### src/rtl/priority_arbiter_seq_if.sv
// Handshake bundle between requesters and priority_arbiter_seq.
// The master side drives requests, priorities and the acknowledge;
// the slave side (the arbiter) returns the registered grant.
interface priority_arbiter_seq_if #(
   parameter int N         = 8,
   parameter int PRIO_BITS = 3,
   parameter int SEL_W     = $clog2(N)
);
   logic [N-1:0]           req_i;
   logic [N*PRIO_BITS-1:0] prio_i;
   logic                   ack_i;
   logic [N-1:0]           gnt_o;
   logic                   gnt_valid_o;
   logic [SEL_W-1:0]       sel_o;
   logic [PRIO_BITS-1:0]   prio_o;
   logic                   preempt_o;

   modport master (
      output req_i, prio_i, ack_i,
      input  gnt_o, gnt_valid_o, sel_o, prio_o, preempt_o
   );

   modport slave (
      input  req_i, prio_i, ack_i,
      output gnt_o, gnt_valid_o, sel_o, prio_o, preempt_o
   );
endinterface

### src/rtl/priority_arbiter_seq.sv
// Registered, lockable N-way priority arbiter.
// The active request with the lowest prio value wins and keeps the grant
// until it acknowledges, drops its request, or is preempted after MAX_HOLD
// cycles while someone else waits (MAX_HOLD = 0 disables preemption).
// Optional feature macro PRIO_ARB_RR_EN: equal-priority ties rotate
// round-robin after the last holder; otherwise ties go to the lowest index.
module priority_arbiter_seq #(
   parameter int N         = 8,
   parameter int PRIO_BITS = 3,
   parameter int SEL_W     = $clog2(N),
   parameter int MAX_HOLD  = 16
) (
   input  logic                 clk_i,
   input  logic                 rst_i,
   priority_arbiter_seq_if.slave arb
);

   localparam int CNT_W = (MAX_HOLD > 1) ? $clog2(MAX_HOLD) : 1;
   localparam logic [CNT_W-1:0] HOLD_LAST = CNT_W'((MAX_HOLD > 0) ? MAX_HOLD - 1 : 0);

   localparam logic [0:0] IDLE  = 1'b0;
   localparam logic [0:0] GRANT = 1'b1;

   // Registered state and outputs
   logic [0:0]           state,     state_n;
   logic [CNT_W-1:0]     hold_cnt,  hold_n;
   logic [N-1:0]         gnt_q,     gnt_n;
   logic                 valid_q,   valid_n;
   logic [SEL_W-1:0]     sel_q,     sel_n;
   logic [PRIO_BITS-1:0] prio_q,    prio_n;
   logic                 preempt_q, preempt_n;
`ifdef PRIO_ARB_RR_EN
   logic [SEL_W-1:0]     rr_ptr,    rr_ptr_n;
`endif

   // Arbitration helpers
   logic [PRIO_BITS-1:0] prio_arr [N];
   logic [N-1:0]         arb_req;
   logic                 holder_req;
   logic                 others_req;
   logic                 release_ab;
   logic                 timeout;
   logic                 grant_now;
   logic                 win_found;
   logic [SEL_W-1:0]     win_idx;
   logic [PRIO_BITS-1:0] win_prio;

   for (genvar g = 0; g < N; g++) begin : g_prio
      assign prio_arr[g] = arb.prio_i[g*PRIO_BITS +: PRIO_BITS];
   end

   // The holder is released by ack or by abandoning its request; a timeout
   // applies only when the holder stays and somebody else is waiting.
   assign holder_req = arb.req_i[sel_q];
   assign others_req = |(arb.req_i & ~gnt_q);
   assign release_ab = arb.ack_i || !holder_req;
   assign timeout    = (state == GRANT) && (MAX_HOLD != 0) && (hold_cnt == HOLD_LAST)
                       && others_req && !release_ab;
   assign arb_req    = timeout ? (arb.req_i & ~gnt_q) : arb.req_i;

   // Winner search: lowest prio value, first candidate in scan order wins ties
   always_comb begin : winner_sel
      int               idx;
      logic [SEL_W-1:0] idx_s;
      idx       = 0;
      idx_s     = '0;
      win_found = 1'b0;
      win_idx   = '0;
      win_prio  = '0;
      for (int k = 1; k <= N; k++) begin
`ifdef PRIO_ARB_RR_EN
         // Scan starts just after the last holder and wraps N-1 -> 0
         idx = int'(rr_ptr) + k;
         if (idx >= N) idx = idx - N;
`else
         idx = k - 1;
`endif
         idx_s = SEL_W'(idx);
         if (arb_req[idx_s] && (!win_found || prio_arr[idx_s] < win_prio)) begin
            win_found = 1'b1;
            win_idx   = idx_s;
            win_prio  = prio_arr[idx_s];
         end
      end
   end

   // Next-state logic for the IDLE/GRANT controller and its outputs
   always_comb begin
      // NOTE: every signal gets a default first so no path leaves it unassigned (no latch).
      state_n   = state;
      hold_n    = hold_cnt;
      gnt_n     = gnt_q;
      valid_n   = valid_q;
      sel_n     = sel_q;
      prio_n    = prio_q;
      preempt_n = 1'b0;
`ifdef PRIO_ARB_RR_EN
      rr_ptr_n  = rr_ptr;
`endif
      grant_now = 1'b0;

      case (state)
         IDLE: begin
            grant_now = win_found;
         end
         GRANT: begin
            if (release_ab || timeout) begin
               if (win_found) begin
                  grant_now = 1'b1;
               end else begin
                  state_n = IDLE;
                  gnt_n   = '0;
                  valid_n = 1'b0;
                  hold_n  = '0;
               end
            end else if ((MAX_HOLD != 0) && (hold_cnt != HOLD_LAST)) begin
               hold_n = hold_cnt + 1'b1;
            end
         end
         default: begin
            state_n = IDLE;
         end
      endcase

      if (grant_now) begin
         state_n        = GRANT;
         gnt_n          = '0;
         gnt_n[win_idx] = 1'b1;
         valid_n        = 1'b1;
         sel_n          = win_idx;
         prio_n         = win_prio;
         hold_n         = '0;
         preempt_n      = timeout;
`ifdef PRIO_ARB_RR_EN
         rr_ptr_n       = win_idx;
`endif
      end
   end

   // State register with synchronous reset
   always_ff @(posedge clk_i) begin
      if (rst_i) begin
         // NOTE: sequential state uses non-blocking assignments so every register samples pre-edge values.
         state     <= IDLE;
         hold_cnt  <= '0;
         gnt_q     <= '0;
         valid_q   <= 1'b0;
         sel_q     <= '0;
         prio_q    <= '0;
         preempt_q <= 1'b0;
`ifdef PRIO_ARB_RR_EN
         rr_ptr    <= SEL_W'(N - 1);
`endif
      end else begin
         state     <= state_n;
         hold_cnt  <= hold_n;
         gnt_q     <= gnt_n;
         valid_q   <= valid_n;
         sel_q     <= sel_n;
         prio_q    <= prio_n;
         preempt_q <= preempt_n;
`ifdef PRIO_ARB_RR_EN
         rr_ptr    <= rr_ptr_n;
`endif
      end
   end

   assign arb.gnt_o       = gnt_q;
   assign arb.gnt_valid_o = valid_q;
   assign arb.sel_o       = sel_q;
   assign arb.prio_o      = prio_q;
   assign arb.preempt_o   = preempt_q;

endmodule

### src/flat_wrapper.sv
// flat-port wrapper written by rule: the top's interface ports become plain ports
module priority_arbiter_seq_flat 
#(
   parameter int N         = 8,
   parameter int PRIO_BITS = 3,
   parameter int SEL_W     = $clog2(N),
   parameter int MAX_HOLD  = 16
)
  (clk_i, rst_i, arb_req_i, arb_prio_i, arb_ack_i, arb_gnt_o, arb_gnt_valid_o, arb_sel_o, arb_prio_o, arb_preempt_o);
  priority_arbiter_seq_if #(.N(N), .PRIO_BITS(PRIO_BITS), .SEL_W(SEL_W)) arb_i ();
  input  logic clk_i;
  input  logic rst_i;
  input wire logic [$bits(arb_i.req_i)-1:0] arb_req_i;
  input wire logic [$bits(arb_i.prio_i)-1:0] arb_prio_i;
  input wire logic [$bits(arb_i.ack_i)-1:0] arb_ack_i;
  output wire logic [$bits(arb_i.gnt_o)-1:0] arb_gnt_o;
  output wire logic [$bits(arb_i.gnt_valid_o)-1:0] arb_gnt_valid_o;
  output wire logic [$bits(arb_i.sel_o)-1:0] arb_sel_o;
  output wire logic [$bits(arb_i.prio_o)-1:0] arb_prio_o;
  output wire logic [$bits(arb_i.preempt_o)-1:0] arb_preempt_o;
  assign arb_i.req_i = arb_req_i;
  assign arb_i.prio_i = arb_prio_i;
  assign arb_i.ack_i = arb_ack_i;
  assign arb_gnt_o = arb_i.gnt_o;
  assign arb_gnt_valid_o = arb_i.gnt_valid_o;
  assign arb_sel_o = arb_i.sel_o;
  assign arb_prio_o = arb_i.prio_o;
  assign arb_preempt_o = arb_i.preempt_o;
  priority_arbiter_seq #(.N(N), .PRIO_BITS(PRIO_BITS), .SEL_W(SEL_W), .MAX_HOLD(MAX_HOLD)) u_core (.clk_i(clk_i), .rst_i(rst_i), .arb(arb_i));
endmodule
### config.mk
export PLATFORM = sky130hd
export DESIGN_NAME = priority_arbiter_seq_flat
export DESIGN_NICKNAME = d
export VERILOG_FILES = /design/src/rtl/priority_arbiter_seq_if.sv /design/src/rtl/priority_arbiter_seq.sv /design/src/flat_wrapper.sv
export SDC_FILE = /design/constraint.sdc
export NUM_CORES = 1
export LEC_CHECK = 0
export CORE_UTILIZATION = 40
export CTS_CLUSTER_SIZE = 14
export DETAILED_ROUTE_END_ITERATION = 7
export PLACE_DENSITY = 0.72
export SLEW_MARGIN = 20
export SYNTH_ARGS = -nofsm -noshare
export SYNTH_HDL_FRONTEND = slang
export SYNTH_SLANG_ARGS = --single-unit
### constraint.sdc
create_clock -name clk_i -period 25.6 [get_ports clk_i]
set_clock_uncertainty 0.15 [all_clocks]
set_input_delay 5.12 -clock clk_i [delete_from_list [all_inputs] [get_ports clk_i]]
set_output_delay 5.12 -clock clk_i [all_outputs]
set_load 0.01 [all_outputs]
=== Word-level counts from Yosys, hierarchy flattened ===
Index checks and enable logic that the tools add are counted.

* Add/subtract/negate cells: 1
* Magnitude comparators: 10
* Equality and inequality tests: 4
* Muxes and demuxes: 45
* Bitwise operators: 4
* Reduce and logical (&&, ||, !) cells: 37

{| class="wikitable"
|+ Operator list
! cell !! number
|-
| $mux W3 || 14
|-
| $mux W8 || 5
|-
| $lt A3 B3 Y1 || 7
|-
| $mux W1 || 20
|-
| $mux W4 || 3
|-
| $logic_and A1 B1 Y1 || 11
|-
| $logic_not A1 Y1 || 9
|-
| $logic_or A1 B1 Y1 || 9
|-
| $and A8 B8 Y8 || 1
|-
| $lt A3 B4 Y1 const B || 2
|-
| $not A8 Y8 || 1
|-
| $reduce_or A8 Y1 || 1
|-
| $reduce_and A3 Y1 || 2
|-
| $reduce_bool A2 Y1 || 3
|-
| $add A4 B1 Y4 const B || 1
|-
| $eq A4 B4 Y1 const B || 1
|-
| $ne A4 B4 Y1 const B || 1
|-
| $reduce_or A2 Y1 || 2
|-
| $bmux W1 S3 || 1
|-
| $demux W1 S3 || 1
|-
| $ge A3 B1 Y1 const B || 1
|-
| $ne A2 B1 Y1 const B || 1
|-
| $ne A2 B2 Y1 const B || 1
|-
| $not A1 Y1 || 2
|-
| $pmux W1 S2 || 1
|}

* Flip-flop bits (word level): 21
* Bits of input ports: 35
* Output and inout port bits: 16
* Logic and storage cells: 108

=== Depth between registers and ports, before layout ===
* Word-level depth: 41
* Gate-level depth with buffers: 56
* Mapped depth without buffers: 53

=== Least setup slack after synthesis ===
No wires, ideal clock.

* Kind: input-to-reg
* Start point: input arb_req_i[7]
* End point: register u_core.gnt_q[5], in the netlist u_core.arb.gnt_o[5]
* Setup time: 0.117 ns
* Data arrival time: 14.867 ns
* Data required time: 25.333 ns
* Setup slack: 10.466 ns
* Cell stages on the path: 54
* Buffers on the path: 3
* Cells stage by stage: mux4_2 > nand2b_4 > o211a_4 > buf_6 > a31oi_1 > nand2_1 > ha_1 > a21o_1 > a31oi_1 > o21ai_1 > mux2_2 > ha_1 > a21oi_1 > nand2_1 > nand2_1 > o32a_4 > o211ai_4 > mux2i_1 > (+18 left out) > clkbuf_1 > nand2_1 > and2_1 > ha_1 > o21ai_0 > nand2b_1 > a21oi_1 > a31oi_1 > clkbuf_1 > nor2_1 > a31o_1 > ha_1 > o21ai_0 > a21oi_1 > nor2_1 > a31oi_4 > nor3b_2 > a32o_1

* Cells in the longest elaborated chain, start to end: 41
* Elaborated cells between the ends (all ways): 74
* Those cells by class: order compare (9); eq/ne (1); mux (31); bitwise (1); reduce/logical (32)

{| class="wikitable"
|+ Ends and longest elaborated chain
! what !! line !! text
|-
| start: declaration || flat_wrapper.sv:13 || <nowiki>input wire logic [$bits(arb_i.req_i)-1:0] arb_req_i;</nowiki>
|-
| $bmux W1 S3 || priority_arbiter_seq.sv:54 || <nowiki>assign holder_req = arb.req_i[sel_q];</nowiki>
|-
| $mux W1 (not written as such) || priority_arbiter_seq.sv:54 ||
|-
| $logic_not A1 Y1 || priority_arbiter_seq.sv:56 || <nowiki>assign release_ab = arb.ack_i || !holder_req;</nowiki>
|-
| $logic_or A1 B1 Y1 || priority_arbiter_seq.sv:56 ||
|-
| $logic_not A1 Y1 || priority_arbiter_seq.sv:58 || <nowiki>&& others_req && !release_ab;</nowiki>
|-
| $logic_and A1 B1 Y1 || priority_arbiter_seq.sv:58 ||
|-
| $mux W8 || priority_arbiter_seq.sv:59 || <nowiki>assign arb_req = timeout ? (arb.req_i & ~gnt_q) : arb.req_i;</nowiki>
|-
| $mux W3 / $mux W1 (equally long branches) || priority_arbiter_seq.sv:79 || <nowiki>if (arb_req[idx_s] && (!win_found || prio_arr[idx_s] < win_prio)) begin</nowiki>
|-
| (+25 left out) || - ||
|-
| $logic_or A1 B1 Y1 || priority_arbiter_seq.sv:79 ||
|-
| $logic_and A1 B1 Y1 || priority_arbiter_seq.sv:79 ||
|-
| $mux W3 / $mux W1 (equally long branches) || priority_arbiter_seq.sv:79 ||
|-
| $lt A3 B4 Y1 (not written as such) (tied with other cells) || priority_arbiter_seq.sv:128 || <nowiki>gnt_n[win_idx] = 1'b1;</nowiki>
|-
| $logic_and A1 B1 Y1 (not written as such) / $mux W1 (equally long branches) || priority_arbiter_seq.sv:128, priority_arbiter_seq.sv:107 ||
|-
| $mux W1 (not written as such) / $pmux W1 S2 (equally long branches) || priority_arbiter_seq.sv:128, priority_arbiter_seq.sv:102 ||
|-
| $demux W1 S3 (tied with other cells) || - ||
|-
| $mux W8 / $reduce_and A3 Y1 (equally long branches) || - ||
|-
| end signal: assignment || priority_arbiter_seq.sv:157 || <nowiki>gnt_q <= gnt_n;</nowiki>
|-
| end: declaration || priority_arbiter_seq.sv:27 || <nowiki>logic [N-1:0] gnt_q, gnt_n;</nowiki>
|}

Parallel ways exist; a longest one is shown, timed or not. The select of a mux whose other input is x is not followed.
A chain may end at the register's enable or synchronous reset.

=== Worst setup path in the final report ===
* Start point: input arb_req_i[6]
* End point: register u_core.gnt_q[2], in the netlist u_core.arb.gnt_o[2]

Same word-level chain as after synthesis.

==> metrics.csv <==
stage;metric;value;unit
yosys;synthTopCellsByArea;dfxtp_1 20%, ha_1 8.7%, a21oi_1 4.9%, nand2_1 4.7%, inv_1 3.7%;
yosys;synth_fa_ha_area_frac;0.08736;
global_routing;grt_max_degree;18;
global_routing;grt_overflow;0;
yosys;synth_ff_type;dfxtp_1;
setup_path;end_kind;flip-flop;
clock_network;clockBufferDepth;2;
clock_network;cts_root_buf;clkbuf_8;
run_status;status;finished clean;
floorplanning;die_x;75.29;µm
cells_and_area;n_fill_cell;511;
yosys;yosysTopAreaCell;dfxtp_1;
yosys;ys_types;65;
drt;viasPerCell;5.760;
cells_and_area;antenna_cells;0;
timing;timing.fmax;59.94;MHz
drt;vias;2252;
hold_path;holdPathStages;2;
timing;setup_viol;0;
placed_design;post-dp-hpwl;4.650;mm
hold_path;hold_path.class;reg2reg;
timing;min_period_over_period;0.6517;
cells_and_area;nets;372;
placed_design;gp_congestion;0.8885;
yosys;synth_nets;325;
yosys;syn_area_per_cell;7.812;µm²
yosys;ys_warn_count;0;
global_routing;grt_pass1_vias;2058;
floorplanning;die_h;75.29;µm
yosys;yosys-mux-area-fraction;0.05649;
clock_network;clk_pin_slew_worst_paths;0.08;ns
placed_design;portBuffers;50;
clock_network;cts_max_level;1;
global_routing;grt_pass1_wl;9.239;mm
power;powerDensity;55.93;nW/µm²
timing;rsz0062_at_grt;false;
floorplanning;core_area;5140;µm²
setup_path;reg2reg_to;u_core.arb.gnt_o[2]$_SDFFE_PP0P_;
timing;period_minus_slack;16.68;ns
yosys;yosysTopAreaCellShare;0.1957;
power;total_power;153.6;µW
setup_path;arrival;16.74;ns
clock_network;hold_buffers;0;
hold_path;worstHoldStart;u_core.arb.gnt_valid_o$_SDFFE_PP0P_;
floorplanning;rows;26;
yosys;syn_inst;275;
hold_path;whs_endpoint;u_core.arb.gnt_valid_o$_SDFFE_PP0P_;
setup_path;crit_type;in2reg;
cells_and_area;drive_above_1_share;0.07788;
yosys;synth-edff-count;0;
timing;maxSlewViolCount;0;
timing;tightest_slew;0.9107;ns
clock_network;clock_latency;0.27;ns
global_routing;grt_usage;0.2108;
drt;drc;0;
drt;routed_wl;5.677;mm
setup_path;cpPeakStageDelay;0.68;ns
power;power_leakage;1.098;nW
yosys;synth_compound_area_frac;0.3797;
yosys;yosys.area_share.simple;0.2126;
setup_path;rrSetupSlack;13.74;ns
yosys;syn-cell-area;2148;µm²
cells_and_area;area_growth;27.84;%
drt;first_iter_violations;204;
yosys;synth_xor_area_frac;0.008154;
timing;tns;0;ns
timing;max_slew_margin;0.3900;
drt;ant_nets;0;
setup_path;cp_max_fo;14;
floorplanning;start_util;0.4180;
setup_path;critical_path_required;25.66;ns
yosys;synth_top_family_by_area;compound AO/OA/AOI/OAI gates;
clock_network;cts_tree;yes;
clock_network;numCtsBuffers;3;
flow_run;maxCapViolCount;0;
setup_path;cp-start-kind;input port;
clock_network;postCtsSetupBuffers;0;
timing;hold_viol;0;
drt;wl_per_cell;14.52;µm
setup_path;r2r_cells;51;
clock_network;clkSinkCount;21;
setup_path;cp_slowest_cell;a31oi_1;
yosys;synthArstFlopShare;0;
global_routing;antenna_found_initial;0;
floorplanning;ioPinCount;51;
cells_and_area;post-route-util;0.5343;
yosys;synth-seq-area-share;0.1957;
setup_path;r2r-start;u_core.arb.sel_o[0]$_SDFFE_PP0P_;
clock_network;cts_resized;0;
yosys;synth_seq_cells;21;
power;vdd_drop_max;27.17;µV
drt;dr.pass1.iters;4;
floorplanning;die_area;5668;µm²
-- cell usage after synthesis, drive strengths merged (4+ instances only) --
library cell / number
nand3: 6
mux2i: 5
o21ai: 19
o211ai: 4
mux2: 4
clkbuf: 6
nand2b: 7
a21oi: 22
nor3: 6
a31o: 7
nand2: 28
dfxtp: 21
inv: 23
a32o: 5
o22ai: 5
a21o: 7
a31oi: 11
and2: 7
nor2: 16
ha: 15
-- how the worst max path moves through the flow --
stage	start	to
4_1_cts	arb_req_i[6]	u_core.arb.gnt_o[2]$_SDFFE_PP0P_
3_5_place_dp	arb_req_i[6]	u_core.arb.gnt_o[5]$_SDFFE_PP0P_
2_1_floorplan	arb_req_i[7]	u_core.arb.gnt_o[5]$_SDFFE_PP0P_
6_report	arb_req_i[6]	u_core.arb.gnt_o[2]$_SDFFE_PP0P_
5_1_grt	arb_req_i[6]	u_core.arb.gnt_o[2]$_SDFFE_PP0P_
3_3_place_gp	arb_req_i[6]	u_core.arb.gnt_o[0]$_SDFFE_PP0P_
-- through the flow --
stage               cell area (µm²)  instances  worst slack, ns  hold slack (ns)
detailed placement             2698        387            8.718           0.3327
CTS                            2746        391            8.964           0.3447
global route                   2746        391            7.955           0.3725
finish                         2746        391            8.915           0.3385
floorplan                      2148        275            10.47           0.3441
global placement               2698        387            8.929           0.3341
-- critical path: cells and delay by family --
| family | cells | cell delay, ns |
|---|---|---|
| compound gates | 26 | 5.45 |
| fa+ha+maj | 7 | 2.13 |
| buf+inv | 2 | 0.56 |
| mux | 5 | 1.75 |
| simple gates | 12 | 1.71 |
-- layout make-up --
class | count | area (µm²) | share of cell area
Multi-Input combinational cell | 222 | 1599 | 0.5822
Clock buffer | 3 | 41.29 | 0.01503
Inverter | 24 | 90.09 | 0.03280
Clock inverter | 1 | 7.507 | 0.002733
Timing Repair Buffer | 50 | 500.5 | 0.1822
Sequential cell | 21 | 420.4 | 0.1531
Tap cell | 70 | 87.58 | 0.03189
-- registers in the layout, indices dropped and copies added (netlist names) --
name	cells
u_core.arb.gnt_o	8
u_core.hold_cnt	4
u_core.arb.prio_o	3
u_core.arb.sel_o	3
u_core.arb.gnt_valid_o	1
u_core.arb.preempt_o	1
u_core.state	1
-- where the power goes --
part           switching, mW  leakage, nW  total [mW]  internal [mW]
clock network         0.0121       0.0217      0.0231         0.0110
registers            0.00617        0.172      0.0440         0.0378
logic                 0.0447        0.904      0.0865         0.0418
total                 0.0630         1.10       0.154         0.0906
-- metal layers --
metal  part of all wire  global-route usage  wire length, µm  vias to the layer above
met5                  0                   0                0                        -
met4             0.0079             0.04321               45                        0
met3              0.076             0.02544              432                        4
met2               0.45              0.3442             2532                       79
met1               0.47              0.2983             2666                     1039
li1                   -                   -                -                     1130
-- layout by cell type, fill, tap and decap left out, types with 8 or more instances in the layout --
master / instances
a31oi_1: 10
o21ai_1: 8
o21ai_0: 11
dfxtp_1: 21
inv_1: 21
nor2_1: 16
clkdlybuf4s50_1: 50
ha_1: 15
nand2_1: 27
a21oi_1: 21
-- cell families after synthesis --
group	count (synthesis)
AOI/OAI and AO/OA	107
xor gates and xnor gates	2
adders and majority gates	15
buffers and inverters	32
DFF	21
muxes	10
and+or+nand+nor	88
No activity file was read; power rests on OpenSTA's default activity.
